File: src/rtl/ram_sync_param.sv
// ============================================================================
// Module      : ram_sync_param
// Description : Single-port synchronous RAM, WIDTH x DEPTH, with a registered
//               read port and valid strobe, plus a clear sequencer that walks
//               every address writing zero.
//               Optional build macro RAM_PARITY_EN adds a stored even-parity
//               bit per word and reports a registered parity error on reads.
// Revision    : 1.0 - initial release
// ============================================================================
`default_nettype none

module ram_sync_param #(
  parameter  int WIDTH  = 8,
  parameter  int DEPTH  = 16,
  localparam int ADDR_W = $clog2(DEPTH)
) (
  input  logic              clk,
  input  logic              rst,
  input  logic              cs,
  input  logic              rw,
  input  logic [ADDR_W-1:0] addr,
  input  logic [WIDTH-1:0]  d_in,
  input  logic              clr,
  output logic [WIDTH-1:0]  d_out,
  output logic              rd_valid,
  output logic              busy,
  output logic              parity_err
);

  localparam logic [0:0] IDLE  = 1'b0;
  localparam logic [0:0] CLEAR = 1'b1;

  localparam logic [ADDR_W-1:0] PTR_LAST = ADDR_W'(DEPTH - 1);

  logic [WIDTH-1:0]  mem [DEPTH];
`ifdef RAM_PARITY_EN
  logic              par [DEPTH];
`endif

  logic [0:0]        state_q,      state_d;
  logic [ADDR_W-1:0] ptr_q,        ptr_d;
  logic [WIDTH-1:0]  d_out_q,      d_out_d;
  logic              rd_valid_q,   rd_valid_d;
  logic              parity_err_q, parity_err_d;

  logic              mem_we;
  logic [ADDR_W-1:0] mem_waddr;
  logic [WIDTH-1:0]  mem_wdata;

  // Next-state, read-data and memory write-port selection
  always_comb begin
    state_d      = state_q;
    ptr_d        = ptr_q;
    d_out_d      = d_out_q;
    rd_valid_d   = 1'b0;
    parity_err_d = 1'b0;
    mem_we       = 1'b0;
    mem_waddr    = addr;
    mem_wdata    = d_in;
    case (state_q)
      CLEAR: begin
        // Host accesses and clr are ignored while the sequencer owns the array
        mem_we    = 1'b1;
        mem_waddr = ptr_q;
        mem_wdata = '0;
        ptr_d     = ptr_q + ADDR_W'(1);
        if (ptr_q == PTR_LAST) begin
          state_d = IDLE;
        end
      end
      default: begin
        if (clr) begin
          // clr takes priority; any access presented alongside it is dropped
          state_d = CLEAR;
          ptr_d   = '0;
        end else if (cs) begin
          if (rw) begin
            mem_we = 1'b1;
          end else begin
            d_out_d    = mem[addr];
            rd_valid_d = 1'b1;
`ifdef RAM_PARITY_EN
            parity_err_d = ^{mem[addr], par[addr]};
`endif
          end
        end
      end
    endcase
  end

  // Control and read-port registers
  always_ff @(posedge clk) begin
    if (rst) begin
      state_q      <= CLEAR;
      ptr_q        <= '0;
      d_out_q      <= '0;
      rd_valid_q   <= 1'b0;
      parity_err_q <= 1'b0;
    end else begin
      state_q      <= state_d;
      ptr_q        <= ptr_d;
      d_out_q      <= d_out_d;
      rd_valid_q   <= rd_valid_d;
      parity_err_q <= parity_err_d;
    end
  end

  // Storage array; no reset, contents are zeroed by the clear sequencer
  always_ff @(posedge clk) begin
    if (mem_we && !rst) begin
      mem[mem_waddr] <= mem_wdata;
`ifdef RAM_PARITY_EN
      par[mem_waddr] <= ^mem_wdata;
`endif
    end
  end

  assign d_out      = d_out_q;
  assign rd_valid   = rd_valid_q;
  assign busy       = (state_q == CLEAR);
  assign parity_err = parity_err_q;

endmodule

`default_nettype wire
File: config.mk
export PLATFORM = sky130hd
export DESIGN_NAME = ram_sync_param
export DESIGN_NICKNAME = d
export VERILOG_FILES = /design/src/rtl/ram_sync_param.sv
export SDC_FILE = /design/constraint.sdc
export NUM_CORES = 1
export LEC_CHECK = 0
export ABC_AREA = 1
export CAP_MARGIN = 20
export CORE_UTILIZATION = 35
export CTS_CLUSTER_SIZE = 24
export DETAILED_ROUTE_END_ITERATION = 12
export GPL_ROUTABILITY_DRIVEN = 0
export PLACE_DENSITY = 0.6
export SYNTH_ARGS = -nofsm -noshare
export SYNTH_HDL_FRONTEND = slang
export SYNTH_SLANG_ARGS = --single-unit
File: constraint.sdc
create_clock -name clk -period 1.7 [get_ports clk]
set_input_delay 0.34 -clock clk [delete_from_list [all_inputs] [get_ports clk]]
set_output_delay 0.34 -clock clk [all_outputs]
set_load 0.02 [all_outputs]
==> results by group, run 1 <==
Run status
  – Outcome: completed

Cells and area
  – Antenna diode count: 0
  – Fillers: 1,645
  – Layout cells sized above 1: 16.5%
  – Core Util, Final: 44.8%
  – Most frequent cells in the layout: nand2_1 (209), edfxtp_1 (128), nand3_1 (90), inv_1 (85), buf_4 (44)
  – # nets final: 719
  – Layout Area Growth over Synthesis: 25.0%
  – Commonest non-fill, non-tap cell in the layout: nand2_1

CTS
  – Root buffer cell: clkbuf_16
  – Clk sinks: 142
  – H-Tree Depth: 4
  – Cts hold-fix bufs: 0
  – Worst skew pair latency: 0.42 ns
  – TritonCTS clock tree: yes
  – Max Root-Sink Buffers: 2
  – Num CTS Buffers: 17
  – Clock-pin slew on the worst setup and hold paths: 0.06 ns

Die
  – Total I/O pin count: 28
  – Die Wd: 135 um
  – Site Rows: 48
  – Starting density of the core: 35.8%
  – Total die area: 18,200 um2
  – Core footprint: 17,300 um2
  – Die Y: 135 um

Hold path
  – Worst Hold Depth: 2
  – WHS Endpoint: ptr_q[1]
  – Hold Path Class: register to register
  – Hold_sp: ptr_q[1]

Timing
  – Setup Viol. Count Final: 0
  – Rel. slew slack: 56.5%
  – Final slew viol count: 0
  – Fin Setup TNS: 0 ns
  – Final Hold Viols: 0
  – RSZ-0062 raised after global routing: true
  – Slew @ Worst Pin: 0.653 ns
  – Skew final: 0.0109 ns
  – Hold Worst Slack: 0.489 ns
  – Fmax: 604 MHz
  – Final period util: 97.4%
  – Crit path time final: 1.66 ns

Detailed routing
  – Initial DRC Count: 411
  – Vias/cell: 4.74
  – DR WL/cell: 16.0 um
  – First drt pass iteration count: 8
  – Remaining DRCs: 0
  – Final ANT Viol Nets: 0
  – DRT Wirelength: 15.0 mm
  – DR vias: 4,452

Yosys
  – Post-Syn Instances: 634
  – Sequential fraction of the synthesis area: 66.5%
  – Flip-flop and latch count after synthesis: 142
  – Syn avg cell area: 9.77 um2
  – Syn_nets: 652
  – Synthesized cell area: 6200 um2
  – YS warnings: 0
  – Synth cell types: 21

Critical path
  – Depth of the worst register-to-register path: 8
  – CP cell instances: clkdlybuf4s50_1
  – CP arrival: 1.32 ns
  – Req. time, crit path: 1.36 ns
  – Startpoint types: register
  – CP peak stage delay: 0.59 ns
  – Reg2reg end: mem[9][1]
  – CP endpoint kind: output pin
  – CP max-delay cell: clkdlybuf4s50_1
  – Crit-path max FO: 1
  – Kind of cell adding the most delay to the critical path: buffers and inverters
  – Critical path class: register to output pin
  – R2R Setup Slk: 0.06 ns
  – Buf+Inv Stages, Crit Path: 1
  – R2R Path Start: busy
  – Setup crit start: rd_valid

Power
  – Pleak: 3.35 nW
  – Peak VDD IR: 0.000777 V
  – Pwr/cell area: 1080 nW/um2

Global routing
  – Initial antenna violation count: 0
  – Global route overflow: 0
  – GRT Total Usage: 17.7%
  – Global-route wire length before repair: 23.4 mm
  – Vias in the first global route: 4,346
  – Largest net degree at the start of global routing: 65

Run
  – Total of max-cap violations: 0

Placed design
  – # port buffers: 26
  – Dpl hpwl: 9.82 mm
==> per-stage QoR <==
stage	worst slack (ns)	total power, mW	std cells	area [um2]
2_1_floorplan	-0.128	4.16	634	6230
3_3_place_gp	-0.524	4.32	906	7000
3_5_place_dp	-0.500	4.32	906	7000
4_1_cts	0.0000835	8.38	938	7680
5_1_grt	-0.0153	8.59	939	7750
6_report	0.0434	8.35	939	7750
==> cell type report <==
type | count | area (um2) | share of cell area, %
clock inverter | 14 | 221 | 2.86
sequential | 142 | 4130 | 53.3
multi-input combinational | 370 | 1660 | 21.4
timing repair buffer | 78 | 687 | 8.87
inverter | 92 | 345 | 4.46
tap | 225 | 282 | 3.63
clock buffer | 18 | 429 | 5.54
==> how the worst max path moves through the flow <==
stage / end / depth (start not counted)
4_1_cts: mem[9][3] / 8
3_5_place_dp: mem[13][0] / 6
3_3_place_gp: mem[4][5] / 5
2_1_floorplan: mem[5][0] / 7
5_1_grt: mem[9][3] / 8
6_report: rd_valid / 1
==> layer usage <==
layer | global-route usage [%] | up-vias | wire length, um
met4 | 6.68 | 0 | 272
met3 | 3.75 | 22 | 991
met1 | 23.3 | 2103 | 6490
li1 | - | 2170 | -
met2 | 28.8 | 157 | 7250
met5 | 0 | - | 0
==> cells by family after synthesis <==
kind of cell,synth area share [%]
compound gates,1.03
simple gates,23.7
fa+ha+maj,0.202
flops,66.5
other cells,0.0605
buf+inv,8.48
==> power breakdown <==
group          leakage, nW  switching (mW)  internal, mW
Sequential            1.30          0.0138          3.80
Combinational         1.73           0.298         0.171
Clock                0.314            1.35          2.72
==> registers in the layout (all words and copies together), names as in the netlist <==
| name | count |
|---|---|
| busy | 1 |
| d_out | 8 |
| mem | 128 |
| ptr_q | 4 |
| rd_valid | 1 |
==> synth_stat cells, drive strengths merged <==
| cell type | number | area share [%] |
|---|---|---|
| a21oi | 5 | 0.59 |
| buf | 28 | 2.8 |
| clkbuf | 2 | 0.12 |
| conb | 1 | 0.061 |
| dfxtp | 14 | 4.5 |
| edfxtp | 128 | 62 |
| ha | 1 | 0.20 |
| inv | 92 | 5.6 |
| nand2 | 215 | 13 |
| nand3 | 92 | 7.4 |
| nor2 | 50 | 3.1 |
| nor3b | 1 | 0.12 |
| o21ai | 4 | 0.32 |
| o31ai | 1 | 0.12 |
==> what timing repair did <==
action	in CTS	in global routing
resized for setup	24	18
setup endpoints to repair	137	129
hold endpoints to repair	0	0
buffers inserted	0	1
pin swaps	1	3
Note: power is estimated with default switching activity, not from simulation.
==> run 2, diff against run 1 <==
--- a/config.mk
+++ b/config.mk
@@ -7,11 +7,11 @@
 export LEC_CHECK = 0
 export ABC_AREA = 1
 export CAP_MARGIN = 20
-export CORE_UTILIZATION = 35
+export CORE_UTILIZATION = 45
 export CTS_CLUSTER_SIZE = 24
 export DETAILED_ROUTE_END_ITERATION = 12
 export GPL_ROUTABILITY_DRIVEN = 0
-export PLACE_DENSITY = 0.6
+export PLACE_DENSITY = 0.72
 export SYNTH_ARGS = -nofsm -noshare
 export SYNTH_HDL_FRONTEND = slang
 export SYNTH_SLANG_ARGS = --single-unit
==> run 2 against run 1 <==
- core utilization grew 14 points
- clock skew fell by 0.0042 ns
- combinational power rose by 3%
- highest routed layer unchanged
- die area down 22%
- register-to-register slack hardly changed
- sequential power about the same
- largest cell class unchanged
- critical path depth unchanged
- wire length down 3.7%
- worst setup slack about the same
- clock power about the same
==> results by group, run 2 (same netlist as run 1, synthesis figures left out) <==
Run status
  – Outcome: completed (unchanged)

Detailed routing
  – First drt pass iteration count: 5 (was 8)
  – DR WL/cell: 16.0 um (about the same)
  – Vias/cell: 4.97 (was 4.74)
  – DRT Wirelength: 14.5 mm (was 15.0 mm)
  – DR vias: 4,484 (was 4,452)
  – Final ANT Viol Nets: 0 (unchanged)
  – Remaining DRCs: 0 (unchanged)
  – Initial DRC Count: 322 (was 411)

Global routing
  – Vias in the first global route: 4,487 (was 4,346)
  – GRT met3 Usage: 4.98% (was 3.75%)
  – Global route overflow: 0 (unchanged)
  – Global-route wire length before repair: 22.5 mm (was 23.4 mm)
  – GRT Total Usage: 21.7% (was 17.7%)
  – Met1 Track Usage GR: 26.4% (was 23.3%)
  – Initial antenna violation count: 0 (unchanged)
  – Met2 Usage GRT: 36.2% (was 28.8%)
  – Largest net degree at the start of global routing: 65 (unchanged)
  – GR peak layer: met2 (unchanged)

CTS
  – Worst skew pair latency: 0.42 ns (about the same)
  – Num CTS Buffers: 17 (unchanged)
  – H-Tree Depth: 4 (unchanged)
  – TritonCTS clock tree: yes (unchanged)
  – Root buffer cell: clkbuf_16 (unchanged)
  – Clk sinks: 142 (unchanged)
  – Clock-pin slew on the worst setup and hold paths: 0.06 ns (about the same)
  – Cts hold-fix bufs: 0 (unchanged)
  – Max Root-Sink Buffers: 2 (unchanged)

Critical path
  – Kind of cell adding the most delay to the critical path: buffers and inverters (unchanged)
  – Buf+Inv Stages, Crit Path: 1 (unchanged)
  – Crit-path max FO: 1 (unchanged)
  – Critical path class: register to output pin (unchanged)
  – CP peak stage delay: 0.59 ns (about the same)
  – CP arrival: 1.32 ns (about the same)
  – CP max-delay cell: clkdlybuf4s50_1 (unchanged)
  – Req. time, crit path: 1.36 ns (about the same)
  – Startpoint types: register (unchanged)
  – CP endpoint kind: output pin (unchanged)
  – CP cell instances: clkdlybuf4s50_1 (unchanged)
  – Stages on worst setup path: 1 (unchanged)
  – Depth of the worst register-to-register path: 9 (was 8)

Cells and area
  – Layout Area Growth over Synthesis: 26.2% (was 25.0%)
  – # nets final: 732 (was 719)
  – Commonest non-fill, non-tap cell in the layout: nand2_1 (unchanged)
  – Core Util, Final: 58.6% (was 44.8%)
  – Biggest register: mem (unchanged)
  – Most frequent cells in the layout: nand2_1 (212), edfxtp_1 (128), nand3_1 (91), inv_1 (86), buf_4 (49) (was nand2_1 (209), edfxtp_1 (128), nand3_1 (90), inv_1 (85), buf_4 (44))
  – Max reg flops: 128 (unchanged)
  – Finished Cell Area: 7820 um2 (was 7750 um2)
  – Antenna diode count: 0 (unchanged)
  – Layout cells sized above 1: 17.9% (was 16.5%)
  – Post-Layout Cell Count: 903 (was 939)

Timing
  – Slew @ Worst Pin: 0.650 ns (was 0.653 ns)
  – Rel. slew slack: 56.7% (was 56.5%)
  – Fmax: 604 MHz (about the same)
  – Final Hold Viols: 0 (unchanged)
  – Setup ws final: 0.0433 ns (was 0.0434 ns)
  – Final period util: 97.5% (was 97.4%)
  – Crit path time final: 1.66 ns (about the same)
  – Setup Viol. Count Final: 0 (unchanged)
  – Final slew viol count: 0 (unchanged)
  – Fin Setup TNS: 0 ns (unchanged)
  – Skew final: 0.00666 ns (was 0.0109 ns)
  – Hold Worst Slack: 0.492 ns (was 0.489 ns)

Placed design
  – Pre-CTS WS: -0.396 ns (was -0.500 ns)
  – # port buffers: 26 (unchanged)
  – Dpl hpwl: 9.08 mm (was 9.82 mm)
  – Placed cell count: 867 (was 906)
  – Post-DP Area: 7040 um2 (was 7000 um2)

Power
  – Pleak: 3.42 nW (was 3.35 nW)
  – Peak VDD IR: 0.00122 V (was 0.000777 V)
  – Pwr Total: 8.37 mW (was 8.35 mW)
  – Pwr/cell area: 1070 nW/um2 (was 1080 nW/um2)

Die
  – Die Wd: 119 um (was 135 um)
  – Total I/O pin count: 28 (unchanged)
  – Site Rows: 42 (was 48)
  – Die Y: 119 um (was 135 um)
  – Total die area: 14,200 um2 (was 18,200 um2)
  – Core footprint: 13,300 um2 (was 17,300 um2)
  – Starting density of the core: 46.4% (was 35.8%)

Hold path
  – Worst Hold Depth: 2 (unchanged)
  – Hold Path Class: register to register (unchanged)

Run
  – Total of max-cap violations: 0 (unchanged)
## run 2: changes by cell type in the layout (fill, tap and decap cells not counted), sizes merged
cell | before | now
buf | 53 | 67
clkinv | 7 | 3
clkbuf | 19 | 22
bufinv | 6 | 5
clkinvlp | 1 | 2
## run 2: per-layer routing
layer  wire, um  part of all wire (%)
met1       5790                    40
met3        901                   6.2
met2       7310                    51
met4        453                   3.1
met5          0                     0
## run 2: where the power goes
part / switching, mW / internal, mW
logic: 0.292 / 0.192
registers: 0.0125 / 3.80
clock network: 1.36 / 2.72
## run 2: final cells by class
| class | instances | area [um2] |
|---|---|---|
| flip-flops and latches | 142 | 4130 |
| inverters | 92 | 348 |
| repair buffers | 91 | 842 |
| clock inverters | 10 | 184 |
| well taps | 176 | 220 |
| multi-input cells | 370 | 1630 |
| fillers | 1098 | 5530 |
| clock buffers | 22 | 474 |
## run 2: final timing paths
path,start,end,slack [ns]
worst max-delay path,rd_valid,rd_valid,0.04
worst min-delay path,ptr_q[1],ptr_q[1],0.49
worst max register to register,busy,mem[12][1],0.06
worst min register to register,ptr_q[1],ptr_q[1],0.49
## run 2: what timing repair did
item,CTS,global route
endpoints found under the setup margin,68,119
setup buffers,1,3
resized for setup,18,28
pin swaps,0,3
cloned,0,0
